--- src/rtl/ps2_rx.sv ---
// PS/2 device-to-host receiver.
// ps2_clk and ps2_data are synchronized and the clock is glitch filtered.
// Each falling edge of the filtered clock samples one bit of an 11-bit frame:
// start, 8 data bits LSB first, odd parity, stop.
// Optional feature: define PS2_RX_TIMEOUT_EN to abandon frames whose clock
// stalls for TIMEOUT_CYCLES clk cycles between sample events.
module ps2_rx #(
    parameter int FILTER_CYCLES  = 8,
    parameter int TIMEOUT_CYCLES = 10000
) (
    input  logic       clk,
    input  logic       reset,
    input  logic       ps2_clk,
    input  logic       ps2_data,
    output logic [7:0] data,
    output logic       valid,
    output logic       parity_err,
    output logic       frame_err,
    output logic       busy
);

    localparam int FCW = $clog2(FILTER_CYCLES + 1);

    typedef enum logic [1:0] {IDLE, DATA, PARITY, STOP} state_t;

    logic [1:0]     clk_sync_q, clk_sync_d;
    logic [1:0]     dat_sync_q, dat_sync_d;
    logic           filt_q, filt_d;
    logic           filt_prev_q;
    logic [FCW-1:0] fcnt_q, fcnt_d;
    logic           ps2_clk_s, ps2_dat_s;
    logic           sample_evt;
    logic           parity_ok;

    state_t         state_q;
    logic [2:0]     bit_cnt_q;
    logic [7:0]     shift_q;
    logic           par_q;
    logic [7:0]     data_q;
    logic           valid_q, parity_err_q, frame_err_q;

`ifdef PS2_RX_TIMEOUT_EN
    localparam int TW = $clog2(TIMEOUT_CYCLES + 1);
    logic [TW-1:0]  tmo_q;
`endif

    assign ps2_clk_s = clk_sync_q[1];
    assign ps2_dat_s = dat_sync_q[1];

    // Synchronizer shift and clock filter next-state: the filtered clock
    // flips only after FILTER_CYCLES consecutive disagreeing samples.
    always_comb begin
        clk_sync_d = {clk_sync_q[0], ps2_clk};
        dat_sync_d = {dat_sync_q[0], ps2_data};
        filt_d     = filt_q;
        fcnt_d     = '0;
        if (ps2_clk_s != filt_q) begin
            if (fcnt_q == FCW'(FILTER_CYCLES - 1)) begin
                filt_d = ps2_clk_s;
            end else begin
                fcnt_d = fcnt_q + 1'b1;
            end
        end
    end

    // Synchronizer, filter and edge-detect registers; idle line is high.
    always_ff @(posedge clk or posedge reset) begin
        if (reset) begin
            clk_sync_q  <= 2'b11;
            dat_sync_q  <= 2'b11;
            filt_q      <= 1'b1;
            filt_prev_q <= 1'b1;
            fcnt_q      <= '0;
        end else begin
            clk_sync_q  <= clk_sync_d;
            dat_sync_q  <= dat_sync_d;
            filt_q      <= filt_d;
            filt_prev_q <= filt_q;
            fcnt_q      <= fcnt_d;
        end
    end

    // Sample in the cycle the registered filtered clock shows a 1->0 step.
    assign sample_evt = filt_prev_q & ~filt_q;
    assign parity_ok  = ^{shift_q, par_q};

    // Frame FSM with registered data and single-cycle status pulses.
    always_ff @(posedge clk or posedge reset) begin
        if (reset) begin
            state_q      <= IDLE;
            bit_cnt_q    <= '0;
            shift_q      <= '0;
            par_q        <= 1'b0;
            data_q       <= '0;
            valid_q      <= 1'b0;
            parity_err_q <= 1'b0;
            frame_err_q  <= 1'b0;
`ifdef PS2_RX_TIMEOUT_EN
            tmo_q        <= '0;
`endif
        end else begin
            valid_q      <= 1'b0;
            parity_err_q <= 1'b0;
            frame_err_q  <= 1'b0;
            if (sample_evt) begin
`ifdef PS2_RX_TIMEOUT_EN
                tmo_q <= '0;
`endif
                case (state_q)
                    IDLE: begin
                        if (!ps2_dat_s) begin
                            state_q   <= DATA;
                            bit_cnt_q <= '0;
                        end
                    end
                    DATA: begin
                        shift_q   <= {ps2_dat_s, shift_q[7:1]};
                        bit_cnt_q <= bit_cnt_q + 1'b1;
                        if (bit_cnt_q == 3'd7) begin
                            state_q <= PARITY;
                        end
                    end
                    PARITY: begin
                        par_q   <= ps2_dat_s;
                        state_q <= STOP;
                    end
                    default: begin
                        state_q      <= IDLE;
                        parity_err_q <= ~parity_ok;
                        frame_err_q  <= ~ps2_dat_s;
                        if (parity_ok && ps2_dat_s) begin
                            valid_q <= 1'b1;
                            data_q  <= shift_q;
                        end
                    end
                endcase
            end
`ifdef PS2_RX_TIMEOUT_EN
            else if (state_q == IDLE) begin
                tmo_q <= '0;
            end else if (tmo_q == TW'(TIMEOUT_CYCLES - 1)) begin
                tmo_q       <= '0;
                state_q     <= IDLE;
                frame_err_q <= 1'b1;
            end else begin
                tmo_q <= tmo_q + 1'b1;
            end
`endif
        end
    end

    assign data       = data_q;
    assign valid      = valid_q;
    assign parity_err = parity_err_q;
    assign frame_err  = frame_err_q;
    assign busy       = (state_q != IDLE);

endmodule

--- config.mk ---
export PLATFORM = sky130hd
export DESIGN_NAME = ps2_rx
export DESIGN_NICKNAME = d
export VERILOG_FILES = /design/src/rtl/ps2_rx.sv
export SDC_FILE = /design/constraint.sdc
export NUM_CORES = 1
export LEC_CHECK = 0
export ABC_AREA = 1
export CORE_MARGIN = 3
export CORE_UTILIZATION = 60
export DETAILED_ROUTE_END_ITERATION = 16
export DONT_BUFFER_PORTS = 1
export GPL_TIMING_DRIVEN = 0
export PLACE_DENSITY = 0.76
export SYNTH_ARGS = -nofsm -noshare
export SYNTH_HDL_FRONTEND = slang
export SYNTH_SLANG_ARGS = --single-unit
--- constraint.sdc ---
create_clock -name clk -period 3.7 [get_ports clk]
set_input_delay 1.11 -clock clk [delete_from_list [all_inputs] [get_ports clk]]
set_output_delay 1.11 -clock clk [all_outputs]
set_load 0.01 [all_outputs]
Yosys cells after proc, flatten, opt, wreduce, memory -nomap -nowiden

Index checks and enable logic that the tools add are counted.

Bits in registers: 35
Input port bits: 4
Output and inout bits: 12
Logic and storage cells: 53

$add $sub $neg: 2
Equality and inequality tests: 7
Mux-type cells: 14
Bitwise logic cells: 5
Reductions and logical operators: 12

Operator list:

| cell                | count |
|---|---|
| $reduce_and 3->1    | 3 |
| $reduce_xor 9->1    | 1 |
| $mux 4              | 2 |
| $mux 1              | 7 |
| $pmux 2 s3          | 1 |
| $pmux 3 s2          | 1 |
| $reduce_and 2->1    | 3 |
| $add 4x1->4 const B | 1 |
| $eq 4x3->1 const B  | 1 |
| $mux 2              | 2 |
| $ne 2x2->1 const B  | 2 |
| $not 1->1           | 4 |
| $reduce_bool 2->1   | 2 |
| $add 3x1->3 const B | 1 |
| $eq 3x3->1 const B  | 1 |
| $mux 3              | 1 |
| $reduce_or 3->1     | 1 |
| $eq 2x1->1 const B  | 1 |
| $eq 2x2->1 const B  | 1 |
| $logic_not 2->1     | 1 |
| $and 1x1->1         | 1 |
| $logic_and 1x1->1   | 1 |
| $ne 1x1->1          | 1 |

Longest topological paths before layout

Depth after elaboration: 5
Mapped depth: 11
Gate-level depth less buffers: 11

Least setup slack after synthesis

OpenSTA, ideal clock, no wires.

Path kind: register to output
Start point: reg state_q[0]
End point: out busy
Data arrival time: 0.733 ns
Data required time: 2.590 ns
Path slack: 1.857 ns
Cell stages (with the launch flop): 4
Path buffers: 0
Cell sequence: dfrtp_1 > inv_1 > ha_1 > inv_1

Cells in the longest elaborated chain, start to end: 1

RTL lines:

| what                     | line | text |
|---|---|---|
| start: declaration       | 35   | `state_t state_q;` |
| start signal: assignment | 90   | `state_q <= IDLE;` |
| start signal: assignment | 112  | `state_q <= DATA;` |
| start signal: assignment | 120  | `state_q <= PARITY;` |
| $reduce_bool 2->1        | 156  | `assign busy = (state_q != IDLE);` |
| end: declaration         | 19   | `output logic busy` |

No other way between the ends.

Worst setup path after layout

Ends and elaborated chain as after synthesis.

==> flow_summary.toml <==
[run_status]
status = "finished, final reports clean"

[clock_tree]
cts_hold_buffers = 0
cts_tree = "built"
ctsResizeCount = 0
clockBufferDepth = 2
ctsHtreeMaxLevel = 2
clk_latency_ns = 0.33
clkTransAtPathRegs_ns = 0.10
cts_buffers = 5
cts_root_buf = "clkbuf_4"
post-cts-setup-buffer-count = 0
cts.sinks = 35

[floorplan]
start_util_pct = 64.78
core_um2 = 2522
rows = 18
die_area_um2 = 3385
die_w_um = 58.19
die_y_um = 58.19
io_pins = 16

[flow_run]
drv_cap = 0

[drt]
drt_iter0_drc = 36
num_vias = 1122
drc_errors = 0
routed_via_density = 5.123
wire_per_inst_um = 11.28
dr.pass1.iters = 5
antenna_left = 0
wirelength_mm = 2.471

[placed_design]
port_buffers = 0
dp.cells = 210
hpwl_mm = 1.858
gp_congestion = 0.8427
place_ws_ns = 1.520

[global_routing]
grt_pass1_wl_mm = 4.519
antenna_found_initial = 0
grt_max_degree = 36
grt_overflow_total = 0
grt_pass1_vias = 1115
grt_use_total_pct = 17.74

[sta]
fin_tns_setup_ns = 0
relSlewSlack_pct = 59.92
worst_pin_slew_ns = 0.6005
rsz0062_at_grt = "false"
skew_ns = 0.004950
final_max_slew_viol_count = 0
timing.final.crit_period_ns = 2.271
finalCritPeriodShare_pct = 61.37
max_freq_ghz = 0.4404
setup_viol = 0
setup_ws_ns = 1.429
hold_viol_final = 0

[logic_synthesis]
synth_top_family_by_area = "simple AND/OR/NAND/NOR gates"
synth-seq-cells = 35
synth_simple_gate_area_share_pct = 26.57
synthCells = 180
syn_area_um2 = 1634
synth_compound_area_share_pct = 4.594
post_synth_num_cell_types = 23
synth.net_count = 191
avgSynthCellArea_um2 = 9.078
synth_mux_area_share_pct = 1.302
yosys_warnings = 0
synth-adder-area-share_pct = 5.360
synth_xor_area_share_pct = 2.144
seq_area_frac_synth_pct = 54.06

[layout]
drive_gt1_share_pct = 16.40
area_growth_pct = 8.193
num_antenna_cells = 0
multiInputGateArea_um2 = 653.1
fin_cells = 219
fillers = 198
fin_util_pct = 70.09
final_nets = 199
regArea_um2 = 883.3

[setup_path]
cp-end-kind = "output pin"
r2r_cells = 5
critPathKind = "flop to output pin"
startpoint_type = "flop"
rrSetupSlack_ns = 2.16
critPathRequiredTime_ns = 2.59
r2r_end = "shift_q[1]"
cp_common_cell = "inv_1"
r2r-start = "state_q[1]"
slowest_stage = "dfrtp_1"
path_buf_inv = 2
crit_path_max_fanout = 3
crit_chain = "inv_1 -> ha_1 -> inv_1"
cp_slowest_stage_delay_ns = 0.38
path_delay_family = "flip-flops"
path_depth = 3
arrival_ns = 1.16

[worst_hold_path]
hold_path_class = "flop to flop"
whs_path_depth = 0
min_to = "clk_sync_q[1]"
hp-start = "clk_sync_q[0]"

[power_and_ir_drop]
cellPowerDensity_nw_per_um2 = 638.4
vdd_drop_max_uv = 475.0
p_leak_nw = 0.9149
-- sequential cells by signal, indices dropped and copies added (netlist names) --
name         flops
clk_sync_q       2
frame_err        1
filt_prev_q      1
shift_q          8
fcnt_q           4
bit_cnt_q        3
filt_q           1
par_q            1
parity_err       1
dat_sync_q       2
state_q          2
data             8
valid            1
-- synth_stat cells, drive strengths merged --
master / number / area (µm²)
mux2: 1 / 11.26
inv: 25 / 93.84
xnor2: 3 / 26.28
o21ai: 11 / 55.05
dfstp: 6 / 157.7
mux2i: 1 / 10.01
nand2: 59 / 246.5
clkbuf: 1 / 3.750
nand3: 16 / 112.6
nand3b: 1 / 7.510
nor2: 14 / 62.56
xor2: 1 / 8.760
dfrtp: 29 / 725.7
a21oi: 4 / 20.02
nor3: 1 / 5.000
ha: 7 / 87.58
-- layer usage --
| layer | track usage (%) | vias up | wire length [µm] |
|---|---|---|---|
| li1 | - | 575 | - |
| met2 | 29.52 | 25 | 1193 |
| met3 | 5.122 | 6 | 133 |
| met4 | 10.26 | 0 | 37 |
| met1 | 20.26 | 516 | 1107 |
| met5 | 0 | - | 0 |
-- final cells by class --
type                            count  area share [%]
Timing Repair Buffer                1           1.557
Clock buffer                        8           3.892
Tap cell                           30           2.123
Multi-Input combinational cell    119           36.94
Buffer                              1          0.2123
Sequential cell                    35           49.96
Inverter                           25           5.308
-- placed cells by master, fill, tap and decap left out, drive strengths merged --
| cell type | netlist | layout |
|---|---|---|
| a21oi | 4 | 4 |
| buf | 0 | 1 |
| clkbuf | 1 | 9 |
| dfrtp | 29 | 29 |
| dfstp | 6 | 6 |
| ha | 7 | 7 |
| inv | 25 | 25 |
| mux2 | 1 | 1 |
| mux2i | 1 | 1 |
| nand2 | 59 | 59 |
| nand3 | 16 | 16 |
| nand3b | 1 | 1 |
| nor2 | 14 | 14 |
| nor3 | 1 | 1 |
| o21ai | 11 | 11 |
| xnor2 | 3 | 3 |
| xor2 | 1 | 1 |
-- logic make-up after synthesis --
| group | count (synthesis) |
|---|---|
| AOI/OAI and AO/OA | 15 |
| xor gates and xnor gates | 4 |
| adders and majority gates | 7 |
| buffers and inverters | 26 |
| DFF | 35 |
| muxes | 2 |
| and+or+nand+nor | 91 |
-- how the worst max path moves through the flow --
stage	endpoint	slack, ns	from
after detailed placement	shift_q[4]	1.52	reset
after CTS	busy	1.41	state_q[0]
after global routing	busy	1.33	state_q[1]
after global placement	bit_cnt_q[0]	1.53	reset
final	busy	1.43	state_q[0]
after floorplan	bit_cnt_q[0]	1.82	reset
-- through the flow --
step	power, mW	cell area [µm²]	hold WS (ns)
after detailed placement	0.9047	1672	0.3476
after global placement	0.8868	1672	0.3461
after global routing	1.227	1768	0.3642
after floorplan	0.8375	1634	0.3452
after CTS	1.136	1740	0.3620
final	1.129	1768	0.3609
-- power by group --
group          leakage, nW  internal [mW]  total [mW]  switching [mW]
clock network       0.0386          0.112       0.229           0.117
logic                0.419          0.139       0.385           0.245
registers            0.458          0.454       0.515          0.0610
Note: power is estimated with default switching activity, not from simulation.
